`config.mk`:
```
export PLATFORM = sky130hd
export DESIGN_NAME = dm_store_buffer
export DESIGN_NICKNAME = d
export VERILOG_FILES = /design/src/rtl/dm_store_buffer_pkg.sv /design/src/rtl/sb_fifo.sv /design/src/rtl/dm_store_buffer.sv
export SDC_FILE = /design/constraint.sdc
export NUM_CORES = 1
export LEC_CHECK = 0
export ABC_AREA = 1
export CAP_MARGIN = 15
export CORE_ASPECT_RATIO = 2
export CORE_MARGIN = 1
export CORE_UTILIZATION = 55
export CTS_BUF_LIST = sky130_fd_sc_hd__clkbuf_4 sky130_fd_sc_hd__clkbuf_8
export DETAILED_ROUTE_END_ITERATION = 6
export PLACE_DENSITY = 0.88
export SYNTH_ARGS = -nofsm -noshare
export SYNTH_HDL_FRONTEND = slang
export SYNTH_SLANG_ARGS = --single-unit
```
`constraint.sdc`:
```
create_clock -name clk -period 3.79 [get_ports clk]
set_input_delay 0.758 -clock clk [delete_from_list [all_inputs] [get_ports clk]]
set_output_delay 0.758 -clock clk [all_outputs]
set_load 0.005 [all_outputs]
```
`src/rtl/dm_store_buffer_pkg.sv`:
```
// Shared definitions for the data-memory store buffer: FSM encodings and entry field widths.
package dm_store_buffer_pkg;

  typedef enum logic [1:0] {
    SB_IDLE  = 2'd0,
    SB_BUSY  = 2'd1,
    SB_FLUSH = 2'd2
  } sb_state_e;

  localparam int DATA_W = 32;
  localparam int BE_W   = 4;
  localparam int OFS_W  = 2;   // byte-offset bits dropped to form a word address

  localparam logic [BE_W-1:0] BE_WORD = 4'b1111;

endpackage

```
`src/rtl/sb_fifo.sv`:
```
// Store-buffer queue: entry regfile, pointers, occupancy count, and a per-entry
// word-address match vector used for the load hazard check.
module sb_fifo
  import dm_store_buffer_pkg::*;
#(
  parameter int DEPTH = 4,
  parameter int WW    = 30
) (
  input  logic                     clk,
  input  logic                     reset_n,
  input  logic                     push,
  input  logic [WW-1:0]            push_word,
  input  logic [BE_W-1:0]          push_be,
  input  logic [DATA_W-1:0]        push_data,
  input  logic                     pop,
  input  logic [WW-1:0]            match_word,
  output logic [WW-1:0]            head_word,
  output logic [BE_W-1:0]          head_be,
  output logic [DATA_W-1:0]        head_data,
  output logic [$clog2(DEPTH):0]   count,
  output logic [DEPTH-1:0]         hit_vec
);

  localparam int PW = $clog2(DEPTH);

  logic [WW-1:0]     word_q [DEPTH];
  logic [BE_W-1:0]   be_q   [DEPTH];
  logic [DATA_W-1:0] data_q [DEPTH];
  logic [DEPTH-1:0]  valid_q;
  logic [PW-1:0]     rd_ptr;
  logic [PW-1:0]     wr_ptr;

  // NOTE: the payload arrays are deliberately not reset; valid_q qualifies every
  // use, so resetting them would only add reset fan-out to a plain regfile.
  always_ff @(posedge clk) begin
    if (push) begin
      word_q[wr_ptr] <= push_word;
      be_q[wr_ptr]   <= push_be;
      data_q[wr_ptr] <= push_data;
    end
  end

  // NOTE: sequential state is always updated with <= so every register samples
  // pre-edge values regardless of statement order.
  always_ff @(posedge clk or negedge reset_n) begin
    if (!reset_n) begin
      rd_ptr  <= '0;
      wr_ptr  <= '0;
      count   <= '0;
      valid_q <= '0;
    end else begin
      if (pop) begin
        valid_q[rd_ptr] <= 1'b0;
        rd_ptr          <= rd_ptr + PW'(1);
      end
      if (push) begin
        valid_q[wr_ptr] <= 1'b1;
        wr_ptr          <= wr_ptr + PW'(1);
      end
      case ({push, pop})
        2'b10:   count <= count + 1'b1;
        2'b01:   count <= count - 1'b1;
        default: count <= count;
      endcase
    end
  end

  // NOTE: every always_comb output gets a default first so no path infers a latch.
  always_comb begin
    hit_vec = '0;
    for (int i = 0; i < DEPTH; i++) begin
      hit_vec[i] = valid_q[i] & (word_q[i] == match_word);
    end
  end

  assign head_word = word_q[rd_ptr];
  assign head_be   = be_q[rd_ptr];
  assign head_data = data_q[rd_ptr];

endmodule

```
`src/rtl/dm_store_buffer.sv`:
```
// Posted-write buffer in front of the single-port data memory: queues stores,
// drains them when loads leave the port free, and stalls loads that hit a queued word.
module dm_store_buffer
  import dm_store_buffer_pkg::*;
#(
  parameter int DEPTH = 4,
  parameter int AW    = 32
) (
  input  logic              clk,
  input  logic              reset_n,
  input  logic              st_valid,
  output logic              st_ready,
  input  logic [AW-1:0]     st_addr,
  input  logic [BE_W-1:0]   st_be,
  input  logic [DATA_W-1:0] st_wdata,
  input  logic              ld_valid,
  input  logic [AW-1:0]     ld_addr,
  output logic              ld_stall,
  input  logic              flush_req,
  output logic              flush_done,
  output logic              empty,
  output logic [AW-1:0]     dm_addr,
  output logic              dm_we,
  output logic [BE_W-1:0]   dm_be,
  output logic [DATA_W-1:0] dm_wdata
);

  localparam int WW = AW - OFS_W;
  localparam int CW = $clog2(DEPTH) + 1;

  sb_state_e         state;
  logic              flush_armed;
  logic [CW-1:0]     count;
  logic [DEPTH-1:0]  hit_vec;
  logic [WW-1:0]     head_word;
  logic [BE_W-1:0]   head_be;
  logic [DATA_W-1:0] head_data;
  logic              hit, flushing, push, pop, load_owns;
  logic              st_addr_unused;

  // Store byte offset is irrelevant: entries are tracked per word.
  assign st_addr_unused = ^st_addr[OFS_W-1:0];

  sb_fifo #(.DEPTH(DEPTH), .WW(WW)) u_fifo (
    .clk        (clk),
    .reset_n    (reset_n),
    .push       (push),
    .push_word  (st_addr[AW-1:OFS_W]),
    .push_be    (st_be),
    .push_data  (st_wdata),
    .pop        (pop),
    .match_word (ld_addr[AW-1:OFS_W]),
    .head_word  (head_word),
    .head_be    (head_be),
    .head_data  (head_data),
    .count      (count),
    .hit_vec    (hit_vec)
  );

  assign flushing  = (state == SB_FLUSH);
  assign hit       = ld_valid & (|hit_vec);
  assign st_ready  = (count < CW'(DEPTH)) & !flushing;
  assign push      = st_valid & st_ready & (|st_be);
  assign load_owns = ld_valid & !hit & !flushing;
  assign pop       = (count != '0) & !load_owns;

  assign empty      = (count == '0);
  assign ld_stall   = ld_valid & (hit | flushing);
  assign flush_done = flushing & empty;

  assign dm_we    = pop;
  assign dm_addr  = pop ? {head_word, {OFS_W{1'b0}}} : ld_addr;
  assign dm_be    = pop ? head_be   : '0;
  assign dm_wdata = pop ? head_data : '0;

  // flush_armed blocks re-entry into FLUSH until flush_req has been seen low.
  always_ff @(posedge clk or negedge reset_n) begin
    if (!reset_n) begin
      state       <= SB_IDLE;
      flush_armed <= 1'b1;
    end else begin
      case (state)
        SB_IDLE: begin
          if (flush_req && flush_armed) begin
            state       <= SB_FLUSH;
            flush_armed <= 1'b0;
          end else if (push) begin
            state <= SB_BUSY;
          end
        end
        SB_BUSY: begin
          if (flush_req && flush_armed) begin
            state       <= SB_FLUSH;
            flush_armed <= 1'b0;
          end else if (pop && !push && count == CW'(1)) begin
            state <= SB_IDLE;
          end
        end
        SB_FLUSH: begin
          if (empty) state <= SB_IDLE;
        end
        default: state <= SB_IDLE;
      endcase
      if (!flush_req) flush_armed <= 1'b1;
    end
  end

endmodule
```
==> results by group, run 1 <==
Run status
  • Status: complete, but fails checks
  • Failing checks: DRC

Worst hold path
  • WHS Path Cells: 2
  • Hold Path Origin: u_fifo.count[1]
  • Path type of the worst min-delay path: reg2reg
  • Worst Hold Path EP: u_fifo.count[1]

Power
  • P_leak: 7.55 nW
  • Power Density: ~680 nW/um^2
  • VDD IR max: 0.000532 V
  • Total power: 11.8 mW

STA
  • Clock Skews: 16.7 ps
  • Hold Slack: 522 ps
  • Period utilisation layout: 99.9%
  • Max-slew violation count: 0
  • Unrepaired setup endpoints after global routing: yes
  • Worst slew margin: 50.9%
  • Fin crit period: 3790 ps
  • Max Fclk: 264 MHz
  • Worst Tran Pin Value: 737 ps
  • Final Setup Violations: 0
  • Final Hold Viols: 0

Setup path
  • Worst Path Max Fanout: 9
  • Critical Path AT: 3030 ps
  • Startpoint types: input port
  • Worst EP required: slightly above 3000 ps
  • Worst Reg-to-Reg Cells: 17
  • Worst setup EP type: output pin
  • R2R Setup Slk: 660 ps
  • Crit-path max cell delay: 250 ps
  • CP most frequent cell: buf_6
  • Worst path cell trace: clkdlybuf4s15_1, buf_6, nand2_4, nand2_1, nor2_1, nand2_2, nor2_2, nand2_2, nor2_4, nor2_4, nand3_4, buf_6, buf_6, buf_16, nand3_1, nand2_1, inv_1, dlygate4sd2_1
  • Critical-path top delay cell: dlygate4sd2_1
  • RR Endpoint: u_fifo.count[2]
  • CP bufs+invs: 7
  • Crit path max-delay family: simple AND/OR/NAND/NOR gates
  • Critical path class: in2out
  • RR Startpoint: u_fifo.word_q[3][27]

Logic synthesis
  • Post-synth ARST share: 5.04%
  • Sequential area share after synthesis: 60.9%
  • Mapped cell area: 13,600 um^2
  • Avg Inst Size Synth: 9.06 um^2
  • Yosys top cell by area: edfxtp_1
  • Mux share of post-synthesis cell area: 0%
  • Main combinational cell family by area after synthesis: simple AND/OR/NAND/NOR gates
  • Adder-cell area share of the yosys netlist: 1.20%
  • Synth Warn #: 0
  • Syn Inst Count: around 1.5k
  • Synthesized flop and latch total: 278
  • Synth Area in Compound Gates: 10.1%
  • Distinct cell type count after synthesis: 28
  • Most frequent cell after synthesis: nand2_1
  • Synth area leaders: edfxtp_1 (58%), nand2_1 (11%), nor2_1 (6.5%), o21ai_0 (6.1%), inv_1 (4.9%)
  • Top cell type's share of synthesized area: 58.4%
  • Synth Area in Simple Gates: around a fifth
  • Post-Syn Nets: 1,618
  • Post-synth EDFFs: 264
  • Top cells by count, synth: nand2_1 (381), edfxtp_1 (264), nor2_1 (237)
  • XOR/XNOR Fraction of Synth Area: 1.55%
  • Primary FF master, synth: edfxtp_1

Placement
  • Port bufs: 175
  • Hpwl dp: around 26 mm
  • Gp weighted congestion: ~0.96
  • Cell count after placement: 1,981
  • Placed cell areas: 16,100 um^2

Final layout
  • Final Core Density: 72.0%
  • Share of cells above drive strength 1: roughly a fifth
  • Synth-to-layout area growth: 28.8%
  • Fin cells: 2,083
  • Final instance area: 17,500 um^2
  • Final #Nets: 1,882

Floorplan
  • IO Count: 178
  • Chip width: 113 um
  • Number of cell rows: ~80
  • DIE AREA: 25,400 um^2
  • Initial Util: 55.9%
  • Die H: 224 um
  • Core Footprint: 24,300 um^2

Clocking
  • CTS H-tree depth: 2
  • Clock Tree Buf Depth: 3
  • Clk root buf: clkbuf_8
  • Clock insertion delay at the later pin of the skew report: 540 ps
  • Cts bufs inserted: 38
  • Clock sinks: 278
  • Clock tree from TritonCTS: built
  • Clk pin slew, worst setup/hold paths: 70 ps
  • CTS Hold Bufs: 0

Routing
  • Routed Antenna Nets: 0
  • Via count: 11.9k
  • WL final: ~43 mm
  • 1st-pass router iterations: 7
  • Vias per std cell: about 5.7
  • Iteration-0 DRC count of the detailed router: between 1k and 1.5k
  • # DRC: 2
  • Wirelength per Cell: 20.7 um

Global route
  • Largest net degree at the start of global routing: 181
  • Vias in the first global route: approximately 12k
  • Gr busiest metal: met2
  • Grt ovf: 0
  • First-pass GRT wire length: 63.1 mm
  • Antenna violations before repair: 4
  • Met3 GRT Util: 6.06%
  • Grt met2 use: 59.5%
  • All-Layer GR Usage: around 34%
  • GR Util met1: 33.8%

Job
  • Max-Cap Viols: 0
-- power by group --
part	internal [mW]	switching, mW
clock network	1.18	1.07
registers	3.73	0.154
logic	2.32	3.39
total	7.23	4.62
-- registers in the layout, summed over array words and instances (netlist names) --
signal and count:
u_fifo.data_q 128, u_fifo.word_q 120, u_fifo.be_q 16, u_fifo.rd_ptr 2, u_fifo.count 3, u_fifo.wr_ptr 2
state 2, flush_armed 1, u_fifo.valid_q 4
-- what timing repair did --
item / CTS / global route
pin swaps: 28 / 27
cloned: 7 / 0
setup buffers: 20 / 7
gates resized for setup: 243 / 106
endpoints found under the setup margin: 70 / 69
-- worst max path at each step --
stage,from,endpoint,slack (ps),cells past startpoint
floorplan,st_be[1],u_fifo.be_q[0][0],890,5
global placement,ld_addr[2],dm_wdata[4],-460,15
finish,ld_addr[3],dm_addr[8],3,18
CTS,ld_addr[10],dm_addr[4],-30,16
global route,ld_addr[3],dm_addr[9],-120,18
detailed placement,ld_addr[19],dm_wdata[21],-540,16
-- routing by layer --
metal  vias to the layer above  wire length [um]
met4                         0              3670
met3                       236              3660
met1                      5499             13400
li1                       5406                 -
met2                       796             22400
met5                         -                 0
-- per-stage QoR --
| stage | TNS [ps] | setup slack (ps) |
|---|---|---|
| after floorplan | 0 | 885 |
| after global placement | -25290 | -457 |
| after CTS | -91.4 | -31.6 |
| final | 0 | 2.58 |
| after detailed placement | -28190 | -544 |
| after global routing | -4490 | -124 |
-- final cells by class --
| class | instances | area, um^2 |
|---|---|---|
| clock inverters | 13 | 81.3 |
| multi-input cells | 967 | 4670 |
| repair buffers | 283 | 2710 |
| well taps | 290 | 363 |
| inverters | 196 | 741 |
| diodes | 3 | 7.51 |
| clock buffers | 53 | 654 |
| fillers | 1649 | 6820 |
| flip-flops and latches | 278 | 8280 |
-- logic make-up (layout without fill, tap and decap cells) --
family	Yosys count	in the layout
AO/OA/AOI/OAI	264	264
XOR/XNOR	24	24
adder cells (fa/ha/maj)	13	13
buffers and inverters	255	545
flip-flops	278	278
other	0	3
AND/OR/NAND/NOR	666	666
-- layout by cell type (no fill, tap or decap), types with 11 or more instances in the layout --
master           instances
nand2_2                 24
clkdlybuf4s50_1         76
buf_6                   18
a21oi_2                 21
o21ai_0                158
edfxtp_1               264
nand2_1                353
inv_2                   34
nand3_1                 39
nor2_2                  15
inv_1                  160
clkdlybuf4s15_1         12
clkbuf_8                41
ha_1                    13
dlygate4sd2_1           41
dfrtp_1                 11
clkbuf_4                12
xnor2_1                 11
clkbuf_2                26
buf_4                   71
a21oi_1                 67
nor2_1                 217
-- worst min-delay path, cell delays in order (launching register included) --
cell and delay [ps]:
dfrtp_1 380, nand2_1 50, o21ai_0 60
Note: power is estimated with default switching activity, not from simulation.
==> inputs of run 2 (changes only) <==
CELL_PAD_IN_SITES_DETAIL_PLACEMENT = 1   (was not set)
CELL_PAD_IN_SITES_GLOBAL_PLACEMENT = 1   (was not set)
CORE_MARGIN = 8   (was 1)
CORE_UTILIZATION = 44   (was 55)
PLACE_DENSITY = 0.91   (was 0.88)
clock period = 4.04 ns   (was 3.79 ns; I/O delays follow)
==> run 2 against run 1 <==
  * The flow now finishes without violations
  * Routed wire length grew 12%
  * Worst hold slack lost 61 ps
  * Sequential cell count did not move
  * Count of clock-buffer cells in the layout fell by 2
  * Critical path depth decreased by 2
  * Core utilization is 15 points lower
  * Non-clock buffer count rose by 7
  * Combinational power decreased by 7.9%
  * Die area increased by 46%
  * Sequential power shrank 5.9%
  * Largest power group unchanged
==> results by group, run 2 (synthesis results as in run 1) <==
Run status
  • Status: completed

Global route
  • GR Util met1: 27.8%
  • Grt met2 use: 45.8%
  • All-Layer GR Usage: 25.5%
  • Met3 GRT Util: 5.28%
  • Antenna violations before repair: 3
  • Largest net degree at the start of global routing: 181
  • First-pass GRT wire length: 72.4 mm
  • Vias in the first global route: 12.9k
  • Grt ovf: 0
  • Gr busiest metal: met2

Setup path
  • R2R Setup Slk: 1030 ps
  • Critical path class: in2out
  • Worst Path Max Fanout: 7
  • Startpoint types: input port
  • Worst setup EP type: output pin
  • Critical Path AT: 3180 ps
  • Worst EP required: 3230 ps

Floorplan
  • Initial Util: about 44%
  • Die H: 265 um
  • DIE AREA: 37,100 um^2
  • Chip width: 140 um
  • Core Footprint: ~31,000 um^2
  • IO Count: 178
  • Number of cell rows: 91

STA
  • Period utilisation layout: 98.7%
  • Fin crit period: 3990 ps
  • Worst Tran Pin Value: around 1000 ps
  • Clock Skews: 22.1 ps
  • Unrepaired setup endpoints after global routing: yes
  • Max-slew violation count: 0
  • Worst setup margin: 53.5 ps
  • Worst slew margin: 31.6%
  • Final Hold Viols: 0
  • Max Fclk: 251 MHz
  • Final Setup Violations: 0

Clocking
  • Cts bufs inserted: a little over 40
  • CTS Hold Bufs: 0
  • Clock Tree Buf Depth: 3
  • Clock tree from TritonCTS: built
  • Clock sinks: 278
  • Clk pin slew, worst setup/hold paths: 70 ps
  • Clk root buf: clkbuf_8
  • CTS H-tree depth: 2
  • Clock insertion delay at the later pin of the skew report: 570 ps

Final layout
  • Leading cell type in the layout, fill and taps excluded: nand2_1
  • Top Registers: u_fifo.data_q x128, u_fifo.word_q x120, u_fifo.be_q x16
  • Largest register FFs: ~130
  • Fin cells: between 2k and 2.5k
  • Synth-to-layout area growth: 29.0%
  • Share of cells above drive strength 1: 15.6%
  • Reg with most FFs: u_fifo.data_q
  • Final #Nets: ~1.9k
  • Most frequent cells in the layout: nand2_1 (369), edfxtp_1 (264), nor2_1 (217), inv_1 (161), o21ai_0 (156)

Placement
  • Gp weighted congestion: 0.899
  • Port bufs: 175
  • Hpwl dp: 31.1 mm
  • Pre-CTS setup slack: -348 ps
  • Cell count after placement: 2,081

Routing
  • Via count: 12.0k
  • Routed Antenna Nets: 0
  • 1st-pass router iterations: 5
  • WL final: roughly 48 mm
  • Vias per std cell: 5.52
  • Wirelength per Cell: 22.1 um
  • Iteration-0 DRC count of the detailed router: 857
  • # DRC: 0

Power
  • VDD IR max: 0.000537 V
  • Clock Power Share: 20.2%
  • Comb power frac: a little under half
  • Power Density: around 640 nW/um^2
  • Sequential power share: 32.7%
  • Total power: approximately 11 mW
  • Sw Pwr: 4.40 mW
  • P_leak: roughly 7.6 nW
  • Cell internal pwr: 6.76 mW
  • Net Sw Frac: 39.4%

Job
  • Max-Cap Viols: 0

Worst hold path
  • Path type of the worst min-delay path: reg2reg
[run 2: cell types whose count changed in the layout (fill, tap and decap cells not counted), sizes merged]
cell           before  now
clkdlybuf4s15      20   12
buf               116  114
inv               196  197
dlygate4sd2        41   56
clkinv             12   17
dlymetal6s2s        3   12
bufbuf              1    0
diode               3    2
clkdlybuf4s50      76   87
clkbuf             79   60
[run 2: cell type report]
type / instances / area (um^2)
Clock buffer: 51 / 664
Multi-Input combinational cell: 967 / 4490
Tap cell: 372 / 465
Inverter: 196 / 738
Antenna cell: 2 / 5.00
Sequential cell: 278 / 8280
Fill cell: 3484 / 13100
Timing Repair Buffer: 290 / 2770
Clock inverter: 19 / 114
[run 2: stage by stage]
step,hold WS [ps],cell area [um^2],util (%),setup TNS (ps)
5_1_grt,477,17500,57.2,-98.4
3_3_place_gp,444,16400,53.5,-10150
2_1_floorplan,434,13600,-,0
3_5_place_dp,455,16400,53.5,-16030
4_1_cts,464,17300,56.5,-1790
6_report,462,17500,57.2,0
[run 2: critical path: stages]
cell,delay [ps]
clkdlybuf4s15_1,270
buf_4,200
xor2_1,170
nor2_2,150
nand2_1,90
nor2_2,120
nand2_2,80
nor2_4,130
nor2_4,60
nand3_4,110
buf_8,150
buf_4,150
nand3_1,110
nand2_2,110
inv_1,40
clkdlybuf4s50_1,430
[run 2: power by group through the flow]
stage	Sequential, mW	Clock (mW)	Combinational, mW
3_5_place_dp	3.70	0	5.02
6_report	3.65	2.26	5.26
2_1_floorplan	3.65	0	2.56
4_1_cts	3.64	2.31	5.11
5_1_grt	3.67	2.41	5.76
3_3_place_gp	3.67	0	4.81
[run 2: routing by layer]
layer	vias up	share of wire, %
met5	-	0.052
met4	4	4.6
li1	5423	-
met2	493	52
met3	154	6.6
met1	5936	37
[run 2: worst paths after layout]
path | start | to | cells after the start
setup / recovery | ld_addr[26] | dm_addr[28] | 16
hold / removal | flush_armed | flush_armed | 2
setup reg to reg | u_fifo.word_q[1][28] | u_fifo.count[2] | 19
hold reg to reg | flush_armed | flush_armed | 2
max in group asynchronous | reset_n | u_fifo.rd_ptr[0] | 1
min in group asynchronous | reset_n | u_fifo.valid_q[1] | 1
[run 2: timing repair]
item	CTS	global route
buffers inserted	9	11
gates cloned	2	1
pin swaps	3	15
endpoints found under the setup margin	69	65
resized for setup	130	69
==> inputs of run 3 (changes only) <==
CELL_PAD_IN_SITES_DETAIL_PLACEMENT = not set   (was 1)
CELL_PAD_IN_SITES_GLOBAL_PLACEMENT = not set   (was 1)
CORE_UTILIZATION = 55   (was 44)
PLACE_DENSITY = 0.88   (was 0.91)
==> run 3 against run 2 <==
  * Register-to-register slack worse by 50 ps
  * Highest routed layer unchanged
  * Clock skew is 9.0 ps lower
  * Final area is 0.65% lower
  * First-iteration DRC count is 22% higher
  * Global-route usage is 1.8 points higher
  * Combinational power is 1% lower
  * Critical path depth is 1 lower
  * Clock power is 6% lower
  * Die area is 18% lower
==> results by group, run 3 (synthesis results as in run 1) <==
Global route
  • Largest net degree at the start of global routing: 181
  • Vias in the first global route: 11.9k
  • Antenna violations before repair: 8
  • First-pass GRT wire length: 63.1 mm
  • Grt ovf: 0
  • All-Layer GR Usage: roughly 27%

Clocking
  • Clock Tree Buf Depth: 3
  • Clock tree from TritonCTS: built
  • Clk pin slew, worst setup/hold paths: 70 ps
  • Clock sinks: 278
  • Cts bufs inserted: 38
  • CTS H-tree depth: 2
  • Clk root buf: clkbuf_8
  • Clock insertion delay at the later pin of the skew report: 520 ps
  • CTS Hold Bufs: 0

Routing
  • # DRC: 0
  • Iteration-0 DRC count of the detailed router: 1,047
  • Vias per std cell: 5.61
  • Via count: 11.6k
  • Routed Antenna Nets: 0
  • 1st-pass router iterations: 6
  • WL final: 42.3 mm
  • Wirelength per Cell: 20.4 um

STA
  • Final Setup Violations: 0
  • TNS Setup: 0 ps
  • Final Hold Viols: 0
  • Max-slew violation count: 0
  • Hold Slack: 501 ps
  • Period utilisation layout: about 100%
  • Worst slew margin: 42.8%
  • Max Fclk: 249 MHz
  • Worst Tran Pin Value: 858 ps
  • Fin crit period: just over 4000 ps
  • Clock Skews: 13.2 ps
  • Unrepaired setup endpoints after global routing: yes

Run status
  • Status: completed

Final layout
  • Leading cell type in the layout, fill and taps excluded: nand2_1
  • Reg with most FFs: u_fifo.data_q
  • Largest register FFs: 128
  • Top Registers: u_fifo.data_q x128, u_fifo.word_q x120, u_fifo.be_q x16
  • Final #Nets: 1,869
  • Share of cells above drive strength 1: 14.5%
  • Most frequent cells in the layout: nand2_1 (367), edfxtp_1 (264), nor2_1 (217), inv_1 (165), o21ai_0 (160)
  • Synth-to-layout area growth: 28.2%
  • Fillers: ~1.7k
  • Fin cells: 2,073

Setup path
  • Crit path max-delay family: buffers and inverters
  • Worst Reg-to-Reg Cells: 20
  • Crit-path max cell delay: 540 ps
  • CP bufs+invs: 4
  • WP depth: 15
  • Critical Path AT: 3220 ps
  • Startpoint types: input port
  • Critical path class: in2out
  • Worst path cell trace: dlygate4sd2_1, buf_4, nand2_1, nand2_1, nor2_2, nand2_2, nor2_1, nand2_1, nor2_2, nor2_4, nand3_4, nand2_8, buf_6, a21oi_2, clkdlybuf4s50_1
  • CP most frequent cell: nand2_1
  • Critical-path top delay cell: clkdlybuf4s50_1
  • Worst Path Max Fanout: 8
  • Worst EP required: 3230 ps
  • Worst setup EP type: output pin

Floorplan
  • DIE AREA: 30,300 um^2
  • Die H: 238 um
  • IO Count: 178
  • Number of cell rows: 81
  • Chip width: approximately 130 um
  • Initial Util: 55.9%
  • Core Footprint: roughly 24,000 um^2

Placement
  • Cell count after placement: 1,981
  • Gp weighted congestion: between 0.9 and 1
  • Port bufs: 175
  • Hpwl dp: between 20 and 30 mm

Power
  • Power Density: about 630 nW/um^2
  • P_leak: approximately 7.9 nW
  • VDD IR max: about 0.00058 V

Worst hold path
  • Path type of the worst min-delay path: reg2reg
  • WHS Path Cells: 2

Job
  • Max-Cap Viols: 0
-- run 3: timing repair --
action	4_1_cts	5_1_grt
gates resized for setup	115	87
cloned	3	2
buffers inserted	4	12
setup endpoints to repair	70	60
pin swaps	15	15
-- run 3: area by class of cell --
type	instances	area, um^2	share of cell area, %
repair buffers	270	2800	16.0
well taps	290	363	2.08
diodes	6	15.0	0.0862
multi-input cells	967	4490	25.8
clock inverters	12	86.3	0.496
flip-flops and latches	278	8280	47.6
inverters	196	736	4.22
clock buffers	54	649	3.73
-- run 3: per-layer routing --
metal / GRT usage [%] / up-vias / wire (um)
met5: 0 / - / 23
met4: 25.1 / 4 / 3800
met3: 5.05 / 198 / 3270
met2: 48.3 / 652 / 21800
met1: 26.2 / 5399 / 13400
li1: - / 5383 / -
-- run 3: final timing paths --
path	slack (ps)	startpoint	endpoint
min in group asynchronous	690	reset_n	state[1]
setup reg to reg	980	u_fifo.word_q[3][19]	u_fifo.count[2]
setup / recovery	20	ld_addr[13]	dm_wdata[23]
hold reg to reg	500	flush_armed	flush_armed
hold / removal	500	flush_armed	flush_armed
max in group asynchronous	2860	reset_n	u_fifo.rd_ptr[0]
-- run 3: worst reg2reg max path: stages (launching register included) --
cell	delay, ps
edfxtp_1	480
inv_1	130
nand2_4	110
o21ai_1	80
nor2_1	100
nand2_1	60
nor2_2	120
nand2_1	100
nor2_4	120
nor2_4	60
nand3_4	100
nand2_8	150
buf_6	200
inv_2	100
buf_4	120
ha_1	230
nor2_1	90
nor2_1	180
o21ai_0	160
xor2_1	180
inv_1	70
-- run 3: metrics by stage --
step           util, %  area (um^2)  total power [mW]  setup slack, ps
2_1_floorplan        -        13600              6.21             1090
3_3_place_gp      66.3        16100              8.39             -387
3_5_place_dp      66.3        16100              8.55             -437
4_1_cts           70.3        17100              10.9            -10.5
5_1_grt           71.6        17400              11.6            -40.5
6_report          71.6        17400              11.0             16.1
-- run 3: power breakdown --
group          switching, mW  leakage [nW]  total, mW  internal, mW
Clock                   1.01         0.394       2.12          1.10
Combinational           2.98          4.93       5.19          2.21
Sequential             0.146          2.55       3.64          3.50
